<file path="src/rtl/cpu_pkg.sv">
// Shared CPU definitions: datapath widths, opcode constants, the bubble word,
// the IF/ID pipeline payload and the fetch-stage state encoding.
package cpu_pkg;

    localparam int unsigned bit_width = 32;   // instruction, address and PC width
    localparam int unsigned IM_AW     = 8;    // instruction-memory index bits
    localparam int unsigned OPC_W     = 6;    // opcode field width

    // Primary opcodes (inst[31:26])
    localparam logic [OPC_W-1:0] OP_RTYPE    = 6'h00;
    localparam logic [OPC_W-1:0] OP_J        = 6'h02;
    localparam logic [OPC_W-1:0] OP_JAL      = 6'h03;
    localparam logic [OPC_W-1:0] OP_BEQ      = 6'h04;
    localparam logic [OPC_W-1:0] OP_BNE      = 6'h05;
    localparam logic [OPC_W-1:0] OP_ADDI     = 6'h08;
    localparam logic [OPC_W-1:0] OP_LW       = 6'h23;
    localparam logic [OPC_W-1:0] OP_SW       = 6'h2B;
    localparam logic [OPC_W-1:0] HALT_OPCODE = 6'h3F;

    // Bubble word: sll x0, x0, 0
    localparam logic [bit_width-1:0] NOP_WORD = 32'h0000_0000;

    // IF/ID pipeline register payload
    typedef struct packed {
        logic [bit_width-1:0] inst;
        logic [bit_width-1:0] pc;
        logic [bit_width-1:0] pc_plus1;
        logic                 valid;
    } if_id_t;

    localparam if_id_t IF_ID_BUBBLE = '{
        inst:     NOP_WORD,
        pc:       '0,
        pc_plus1: '0,
        valid:    1'b0
    };

    typedef enum logic {
        S_FETCH = 1'b0,
        S_HALT  = 1'b1
    } fetch_state_e;

    // Opcode field of an instruction word
    function automatic logic [OPC_W-1:0] opcode_of(input logic [bit_width-1:0] inst);
        return inst[bit_width-1 -: OPC_W];
    endfunction

    function automatic logic is_halt(input logic [bit_width-1:0] inst);
        return opcode_of(inst) == HALT_OPCODE;
    endfunction

endpackage

</file>
<file path="src/rtl/if_fetch_stage_if.sv">
// Fetch-stage bundle: hazard/branch control in, instruction-memory port,
// and the IF/ID register contents out to decode.
//   master : the fetch stage
//   slave  : the surrounding pipeline / instruction memory
interface if_fetch_stage_if;
    import cpu_pkg::*;

    // Control from hazard and branch units
    logic                 stall;
    logic                 flush;
    logic                 redirect_valid;
    logic [bit_width-1:0] redirect_target;

    // Instruction memory (combinational read)
    logic [bit_width-1:0] im_addr;
    logic [bit_width-1:0] im_data;

    // IF/ID register to decode
    logic [bit_width-1:0] if_id_inst;
    logic [bit_width-1:0] if_id_pc;
    logic [bit_width-1:0] if_id_pc_plus1;
    logic                 if_id_valid;
    logic                 halted;

    modport master (
        input  stall, flush, redirect_valid, redirect_target, im_data,
        output im_addr, if_id_inst, if_id_pc, if_id_pc_plus1, if_id_valid, halted
    );

    modport slave (
        output stall, flush, redirect_valid, redirect_target, im_data,
        input  im_addr, if_id_inst, if_id_pc, if_id_pc_plus1, if_id_valid, halted
    );

endinterface

</file>
<file path="src/rtl/if_fetch_stage_pc_reg.sv">
// Program counter register with next-PC select.
//   clk, rst        : clock, synchronous active-high reset
//   stall           : hold the PC (hazard)
//   hold            : hold the PC (fetch frozen by hlt)
//   redirect_valid  : load redirect_target, overriding stall and hold
//   redirect_target : new PC, already reduced to IM_AW bits
//   pc              : current PC (word index)
module pc_reg
    import cpu_pkg::*;
#(
    parameter logic [bit_width-1:0] RESET_PC = '0
) (
    input  logic             clk,
    input  logic             rst,
    input  logic             stall,
    input  logic             hold,
    input  logic             redirect_valid,
    input  logic [IM_AW-1:0] redirect_target,
    output logic [IM_AW-1:0] pc
);

    logic [IM_AW-1:0] pc_next;

    // Next-PC priority: redirect, then stall/halt hold, then increment (wraps)
    always_comb begin
        pc_next = pc;
        if (redirect_valid) begin
            pc_next = redirect_target;
        end else if (stall || hold) begin
            pc_next = pc;
        end else begin
            pc_next = pc + IM_AW'(1);
        end
    end

    always_ff @(posedge clk) begin
        if (rst) begin
            pc <= RESET_PC[IM_AW-1:0];
        end else begin
            pc <= pc_next;
        end
    end

endmodule

</file>
<file path="src/rtl/if_fetch_stage.sv">
// Instruction-fetch stage: drives the instruction-memory address from the PC,
// applies stall/flush/redirect, registers the fetched word into IF/ID and
// freezes fetch after capturing a hlt instruction.
//   clk, rst : clock, synchronous active-high reset
//   ifc      : control in, instruction-memory port, IF/ID outputs, halted
module if_fetch_stage
    import cpu_pkg::*;
#(
    parameter logic [bit_width-1:0] RESET_PC = '0
) (
    input  logic                  clk,
    input  logic                  rst,
    if_fetch_stage_if.master      ifc
);

    fetch_state_e     state_q;
    if_id_t           if_id_q;
    logic             halted_q;
    logic [IM_AW-1:0] pc;
    logic [IM_AW-1:0] pc_plus1;
    logic             unused_target_hi;

    // Target bits above the memory index are don't-care
    assign unused_target_hi = ^ifc.redirect_target[bit_width-1:IM_AW];

    pc_reg #(
        .RESET_PC (RESET_PC)
    ) u_pc_reg (
        .clk             (clk),
        .rst             (rst),
        .stall           (ifc.stall),
        .hold            (state_q == S_HALT),
        .redirect_valid  (ifc.redirect_valid),
        .redirect_target (ifc.redirect_target[IM_AW-1:0]),
        .pc              (pc)
    );

    // Link value wraps with the PC
    assign pc_plus1 = pc + IM_AW'(1);

    // IF/ID register and halt state; a redirect squashes any wrong-path hlt
    always_ff @(posedge clk) begin
        if (rst) begin
            state_q  <= S_FETCH;
            halted_q <= 1'b0;
            if_id_q  <= IF_ID_BUBBLE;
        end else if (ifc.redirect_valid) begin
            state_q  <= S_FETCH;
            halted_q <= 1'b0;
            if_id_q  <= IF_ID_BUBBLE;
        end else if (ifc.flush) begin
            if_id_q  <= IF_ID_BUBBLE;
        end else if (ifc.stall) begin
            if_id_q  <= if_id_q;
        end else if (state_q == S_HALT) begin
            if_id_q  <= IF_ID_BUBBLE;
        end else begin
            if_id_q <= '{
                inst:     ifc.im_data,
                pc:       bit_width'(pc),
                pc_plus1: bit_width'(pc_plus1),
                valid:    1'b1
            };
            // hlt itself is delivered valid; fetch freezes behind it
            if (is_halt(ifc.im_data)) begin
                state_q  <= S_HALT;
                halted_q <= 1'b1;
            end
        end
    end

    assign ifc.im_addr        = bit_width'(pc);
    assign ifc.if_id_inst     = if_id_q.inst;
    assign ifc.if_id_pc       = if_id_q.pc;
    assign ifc.if_id_pc_plus1 = if_id_q.pc_plus1;
    assign ifc.if_id_valid    = if_id_q.valid;
    assign ifc.halted         = halted_q;

endmodule

</file>
<file path="src/flat_wrapper.sv">
// flat-port wrapper written by rule: the top's interface ports become plain ports
module if_fetch_stage_flat import cpu_pkg::*;
#(
    parameter logic [bit_width-1:0] RESET_PC = '0
)
  (clk, rst, ifc_stall, ifc_flush, ifc_redirect_valid, ifc_redirect_target, ifc_im_data, ifc_im_addr, ifc_if_id_inst, ifc_if_id_pc, ifc_if_id_pc_plus1, ifc_if_id_valid, ifc_halted);
  if_fetch_stage_if ifc_i ();
  input  logic clk;
  input  logic rst;
  input wire logic [$bits(ifc_i.stall)-1:0] ifc_stall;
  input wire logic [$bits(ifc_i.flush)-1:0] ifc_flush;
  input wire logic [$bits(ifc_i.redirect_valid)-1:0] ifc_redirect_valid;
  input wire logic [$bits(ifc_i.redirect_target)-1:0] ifc_redirect_target;
  input wire logic [$bits(ifc_i.im_data)-1:0] ifc_im_data;
  output wire logic [$bits(ifc_i.im_addr)-1:0] ifc_im_addr;
  output wire logic [$bits(ifc_i.if_id_inst)-1:0] ifc_if_id_inst;
  output wire logic [$bits(ifc_i.if_id_pc)-1:0] ifc_if_id_pc;
  output wire logic [$bits(ifc_i.if_id_pc_plus1)-1:0] ifc_if_id_pc_plus1;
  output wire logic [$bits(ifc_i.if_id_valid)-1:0] ifc_if_id_valid;
  output wire logic [$bits(ifc_i.halted)-1:0] ifc_halted;
  assign ifc_i.stall = ifc_stall;
  assign ifc_i.flush = ifc_flush;
  assign ifc_i.redirect_valid = ifc_redirect_valid;
  assign ifc_i.redirect_target = ifc_redirect_target;
  assign ifc_i.im_data = ifc_im_data;
  assign ifc_im_addr = ifc_i.im_addr;
  assign ifc_if_id_inst = ifc_i.if_id_inst;
  assign ifc_if_id_pc = ifc_i.if_id_pc;
  assign ifc_if_id_pc_plus1 = ifc_i.if_id_pc_plus1;
  assign ifc_if_id_valid = ifc_i.if_id_valid;
  assign ifc_halted = ifc_i.halted;
  if_fetch_stage #(.RESET_PC(RESET_PC)) u_core (.clk(clk), .rst(rst), .ifc(ifc_i));
endmodule
</file>
<file path="config.mk">
export PLATFORM = sky130hd
export DESIGN_NAME = if_fetch_stage_flat
export DESIGN_NICKNAME = d
export VERILOG_FILES = /design/src/rtl/cpu_pkg.sv /design/src/rtl/if_fetch_stage_if.sv /design/src/rtl/if_fetch_stage_pc_reg.sv /design/src/rtl/if_fetch_stage.sv /design/src/flat_wrapper.sv
export SDC_FILE = /design/constraint.sdc
export NUM_CORES = 1
export LEC_CHECK = 0
export BUFFER_PORTS_ARGS = -buffer_cell sky130_fd_sc_hd__buf_2
export CORE_UTILIZATION = 37
export DETAILED_ROUTE_END_ITERATION = 7
export GPL_TIMING_DRIVEN = 0
export PLACE_DENSITY = 0.84
export SKIP_CTS_REPAIR_TIMING = 1
export SLEW_MARGIN = 40
export SYNTH_ARGS = -nofsm -noshare
export SYNTH_HDL_FRONTEND = slang
export SYNTH_SLANG_ARGS = --single-unit
</file>
<file path="constraint.sdc">
create_clock -name clk -period 1.64 [get_ports clk]
set_clock_uncertainty 0.2 [all_clocks]
set_input_delay 0.164 -clock clk [delete_from_list [all_inputs] [get_ports clk]]
set_output_delay 0.164 -clock clk [all_outputs]
set_load 0.1 [all_outputs]
</file>
==> results of run 1 <==
[per-stage QoR]
step	std cells	total power [W]
after floorplan	385	0.00277
after global placement	581	0.00290
after detailed placement	581	0.00291
after CTS	597	0.00412
after global routing	641	0.00436
final	641	0.00419
[layout by cell type, fill, tap and decap left out, types with 2 or more instances in the layout]
cell type,count
conb_1,72
clkbuf_4,2
nor2_1,52
nor3_1,2
clkbuf_1,13
xor2_1,3
nand4_1,3
a21oi_1,10
nand2_1,13
clkbuf_8,12
inv_1,2
or3_1,3
a311oi_2,2
buf_2,103
a22oi_1,42
dfxtp_2,2
and3_1,2
o21ai_0,3
xnor2_1,4
dlygate4sd3_1,44
clkbuf_2,2
dfxtp_4,6
nand3_1,6
nor3_2,2
clkinv_2,2
buf_4,73
dfxtp_1,51
[layout make-up]
class                      instances  area [sq um]  share of cell area [%]
clock inverter                     2          10.0                   0.232
clock buffer                      14           173                    4.00
multi-input combinational        232          1220                    28.3
tap                               96           120                    2.78
sequential                        59          1210                    27.9
timing repair buffer             144           941                    21.8
buffer                            92           641                    14.8
inverter                           2          7.51                   0.174
[cells in the mapped netlist (4+ instances only)]
master / number
buf_4: 72
buf_2: 4
nand2_1: 13
dfxtp_1: 59
a22oi_1: 42
nand3_1: 7
nor2_1: 52
nor3_1: 4
clkbuf_1: 13
a21oi_1: 10
xnor2_1: 4
[cell families (layout without fill, tap and decap cells)]
logic type / Yosys count / count (layout)
other: 1 / 72
buffers and inverters: 94 / 254
xor gates and xnor gates: 7 / 7
and+or+nand+nor: 88 / 88
adders and majority gates: 1 / 1
DFF: 59 / 59
AOI/OAI and AO/OA: 64 / 64
[layer usage]
metal | global-route usage, % | vias up | share of wire (%)
met1 | 21.0 | 1276 | 38
met4 | 6.86 | 0 | 1.9
li1 | - | 1383 | -
met2 | 33.7 | 139 | 50
met5 | 0 | - | 0
met3 | 6.97 | 18 | 9.8
[worst max-delay path by stage]
stage | from | endpoint | cells after the start
detailed placement | ifc_redirect_valid | u_core.ifc.if_id_inst[5] | 6
global placement | ifc_redirect_valid | u_core.ifc.if_id_inst[30] | 6
global route | u_core.state_q | u_core.u_pc_reg.pc[6] | 5
CTS | u_core.state_q | u_core.ifc.if_id_inst[27] | 5
floorplan | u_core.u_pc_reg.pc[0] | u_core.u_pc_reg.pc[4] | 4
finish | u_core.u_pc_reg.pc[0] | u_core.u_pc_reg.pc[4] | 4
[worst max-delay path: cells and delay by family, from the launching register on]
kind / cells / cell delay, ns
simple gates: 2 / 0.45
compound gates: 1 / 0.25
fa+ha+maj: 1 / 0.17
flops: 1 / 0.41
[power by group]
part           switching, W  internal [W]
clock              0.000535      0.000668
sequential        0.0000416       0.00147
combinational       0.00116      0.000318
total               0.00173       0.00245
==> summary.txt, run 1 <==
Run status
  • Status: finished, final reports clean

Layout
  • Inserted Diodes: 0
  • Filler Cell Count: 579
  • Layout cell share with drive strength beyond 1: 38.5%
  • Nets: 610
  • Design area: 4320 sq um
  • Final core utilization: 62.2%
  • Area grow syn2layout: 58.6%
  • Max FFs per register: 32

Yosys
  • Synth Flop Type: dfxtp_1
  • Synth top area cells: dfxtp_1 43%, buf_4 20%, a22oi_1 12%
  • Synth Warn #: 0
  • Synth Area in Simple Gates: 13.8%
  • Syn Inst Count: 314
  • XOR/XNOR Fraction of Synth Area: 2.25%
  • Synth Cell Area: 2720 sq um
  • Share of the synthesized area in the top cell type: 43.4%
  • Async S/R FF share, synth: 0%
  • Largest family of logic cells by synthesized area: buffers and inverters
  • Cell taking the most area after synthesis: dfxtp_1
  • Compound-Gate Fraction of Synth Area: 16.6%
  • Adder-Cell Fraction of Synth Area: 0.460%
  • Yosys cell types: 32
  • Sequential area share after synthesis: 43.4%
  • Number of synthesized register bits: 59
  • Mux contribution to synthesized area: 0%
  • Syn Area/Cell: 8.67 sq um
  • Number of synthesized flops with an enable pin: 0

Clocking
  • H-tree depth: 3
  • Max Root-Sink Buffers: 2
  • Root buffer cell: clkbuf_8
  • Clock latency on the worst-skew pair: 0.33 ns
  • CTS buffer count: 9
  • Clock tree from TritonCTS: yes
  • Clk slew on worst S/H paths: 0.06 ns
  • # clock sinks: 59

Routing
  • ANT nets after route: 0
  • TritonRoute pass-1 iters: 4
  • Vias: 2816
  • Initial drt markers: 99
  • DR vias/cell: 4.39
  • Post-Route WL: 8280 microns
  • Wire per inst: 12.9 microns
  • DRC Markers: 0

Power and ir drop
  • Max IR drop VDD: 559 uV
  • Power Dens Cells: 970 nW/um^2
  • Leak: 2.19 nW

Global routing
  • Total global routing overflow: 0
  • Vias in the first global route: 2347
  • GRT Total Usage: 19.1%
  • First-pass GRT wire length: 11100 microns
  • Pin count of the biggest net entering global routing: 11
  • Initial antenna violation count: 0

Critical path
  • Kind of critical path: reg2reg
  • Crit path max fanout: 7
  • Crit path arrival time: 1.60 ns
  • Worst flop-to-flop path endpoint: u_core.u_pc_reg.pc[4]
  • Required time of the critical path: 1.67 ns
  • FF-to-FF setup slack: 0.07 ns
  • RR Startpoint: u_core.u_pc_reg.pc[0]
  • Slowest library cell on the worst path: dfxtp_4
  • Worst R2R Path Depth: 4
  • Crit-path cells: ha_4 -> nand3_4 -> or3_1 -> a311oi_2
  • CP Launch Type: flop
  • Max incr delay on CP: 0.41 ns
  • Setup crit end kind: flop

Timing
  • Final worst path period share: 95.8%
  • Final worst slack: 0.0683 ns
  • Worst Tran Pin Value: 0.535 ns
  • Endpoints failing hold: 0
  • WHS: 0.00883 ns
  • Slew Viols, Final: 0
  • Slew margin rel.: 64.3%
  • Setup TNS: 0 ns
  • Unrepaired setup endpoints after global routing: no
  • Fin crit period: 1.57 ns
  • Final setup viols: 0
  • Fmax: 0.636 GHz

Run
  • Max_cap viols: 0

Die
  • Width of the die: 87.8 microns
  • Starting density of the core: 39.2%
  • Die footprint: 7710 sq um
  • Placeable Area: 6940 sq um
  • Placement row count: 30
  • Die H: 87.8 microns
  • Ports: 199

Placement
  • Placed cell areas: 3660 sq um
  • Place WS: -0.290 ns
  • Detailed placement HPWL: 5670 microns
  • Port-buffer cells: 100
  • GPL Wtd Cong: 0.842

Min path
  • Hold Path Origin: ifc_redirect_valid
  • Hold depth: 3
  • WHS Endpoint: u_core.u_pc_reg.pc[7]
  • Type of the worst min-delay path: in2reg
(Power assumes the default switching activity.)
==> inputs of run 2 (changes only) <==
GPL_TIMING_DRIVEN = 1   (was 0)
RECOVER_POWER = 25   (was default)
==> summary.txt, run 2 (synthesis results as in run 1) <==
Critical path
  • Crit-path cells: or2_4 -> or3_1 -> a311oi_1
  • Worst R2R Path Depth: 3
  • WP depth: 3
  • Setup crit end kind: flop
  • Cell family with most CP delay: simple AND/OR/NAND/NOR gates
  • Required time of the critical path: 1.66 ns
  • CP Buf/Inv Count: 0
  • Crit path max fanout: 12
  • CP Launch Type: flop
  • Kind of critical path: reg2reg
  • Max incr delay on CP: 0.38 ns
  • Slowest library cell on the worst path: or3_1
  • Crit path arrival time: 1.60 ns

Layout
  • Area grow syn2layout: 37.5%
  • Filler Cell Count: 626
  • Inserted Diodes: 0
  • Most common cell after layout, fill and taps aside: buf_2
  • Max FFs per register: 32
  • Nets: 530
  • Most frequent cells in the layout: 101 x buf_2, 72 x conb_1, 51 x nor2_1, 51 x dfxtp_1, 43 x dlygate4sd3_1
  • Layout cell share with drive strength beyond 1: 30.1%
  • Design area: 3740 sq um

Routing
  • Wire per inst: 12.5 microns
  • ANT nets after route: 0
  • Post-Route WL: 7000 microns
  • Vias: 2510
  • Initial drt markers: 122
  • DR vias/cell: 4.47
  • DRC Markers: 0
  • TritonRoute pass-1 iters: 4

Clocking
  • # clock sinks: 59
  • Clock tree from TritonCTS: yes
  • Max Root-Sink Buffers: 2
  • CTS buffer count: 9
  • H-tree depth: 3
  • Clock latency on the worst-skew pair: 0.33 ns
  • Clk slew on worst S/H paths: 0.07 ns
  • Root buffer cell: clkbuf_8

Timing
  • Endpoints failing hold: 0
  • Final setup viols: 0
  • Fin crit period: 1.58 ns
  • Slew Viols, Final: 0
  • Unrepaired setup endpoints after global routing: no
  • Final worst path period share: 96.4%
  • Fmax: 0.632 GHz

Run status
  • Status: finished, final reports clean

Power and ir drop
  • Leak: 1.79 nW
  • Tot Pwr: 0.00406 W
  • Max IR drop VDD: 492 uV
  • Power Dens Cells: 1080 nW/um^2

Die
  • Die footprint: 7710 sq um
  • Placeable Area: 6940 sq um
  • Ports: 199
  • Die H: 87.8 microns
  • Starting density of the core: 39.2%
  • Placement row count: 30
  • Width of the die: 87.8 microns

Global routing
  • Pin count of the biggest net entering global routing: 28
  • Vias in the first global route: 2031
  • Initial antenna violation count: 0
  • GRT Total Usage: 15.8%
  • Total global routing overflow: 0
  • First-pass GRT wire length: 9250 microns

Min path
  • Type of the worst min-delay path: in2reg
  • Hold depth: 4

Placement
  • GPL Wtd Cong: 0.846
  • Detailed placement HPWL: 4630 microns
  • Port-buffer cells: 102
  • Placed cell areas: 3130 sq um

Run
  • Max_cap viols: 0
run 2: final cells by class:
cell class / instances / area (sq um) / share of cell area [%]
tap: 96 / 120 / 3.21
inverter: 2 / 7.51 / 0.201
clock buffer: 10 / 128 / 3.41
timing repair buffer: 156 / 1010 / 27.0
multi-input combinational: 232 / 1210 / 32.4
sequential: 59 / 1210 / 32.2
clock inverter: 6 / 56.3 / 1.50
run 2: final timing paths:
check                                            start                endpoint  slack [ns]
worst max-delay path                    u_core.state_q   u_core.u_pc_reg.pc[3]        0.06
worst min-delay path                         ifc_flush       u_core.ifc.halted        0.02
worst max register to register          u_core.state_q   u_core.u_pc_reg.pc[3]        0.06
worst min register to register  u_core.ifc.if_id_valid  u_core.ifc.if_id_valid        0.26
run 2: layer usage:
| metal | global-route usage (%) | share of wire, % |
|---|---|---|
| met4 | 8.05 | 1.3 |
| met2 | 26.9 | 52 |
| met5 | 0 | 0 |
| met3 | 5.09 | 7.4 |
| met1 | 17.6 | 39 |
run 2: worst register-to-register path: cells and delay by family (launching register included):
| family | cells | cell delay [ns] |
|---|---|---|
| DFF | 1 | 0.31 |
| AOI/OAI and AO/OA | 1 | 0.31 |
| and+or+nand+nor | 2 | 0.66 |
run 2: through the flow:
stage            TNS, ns  hold slack (ns)  setup slack [ns]  util, %  instances
5_1_grt                0           0.0283           0.00363     53.9        561
6_report               0           0.0212            0.0587     53.9        561
3_5_place_dp     -0.0150            0.203           -0.0150     45.1        502
2_1_floorplan    -0.0460           0.0869           -0.0460        -        385
3_3_place_gp           0            0.194            0.0369     45.1        502
4_1_cts        -0.000481           -0.148         -0.000481     47.8        518
run 2: report_power, final:
| group | internal (W) | switching [W] |
|---|---|---|
| combinational | 0.000198 | 0.00112 |
| sequential | 0.00147 | 0.0000410 |
| clock | 0.000688 | 0.000543 |
| total | 0.00235 | 0.00170 |
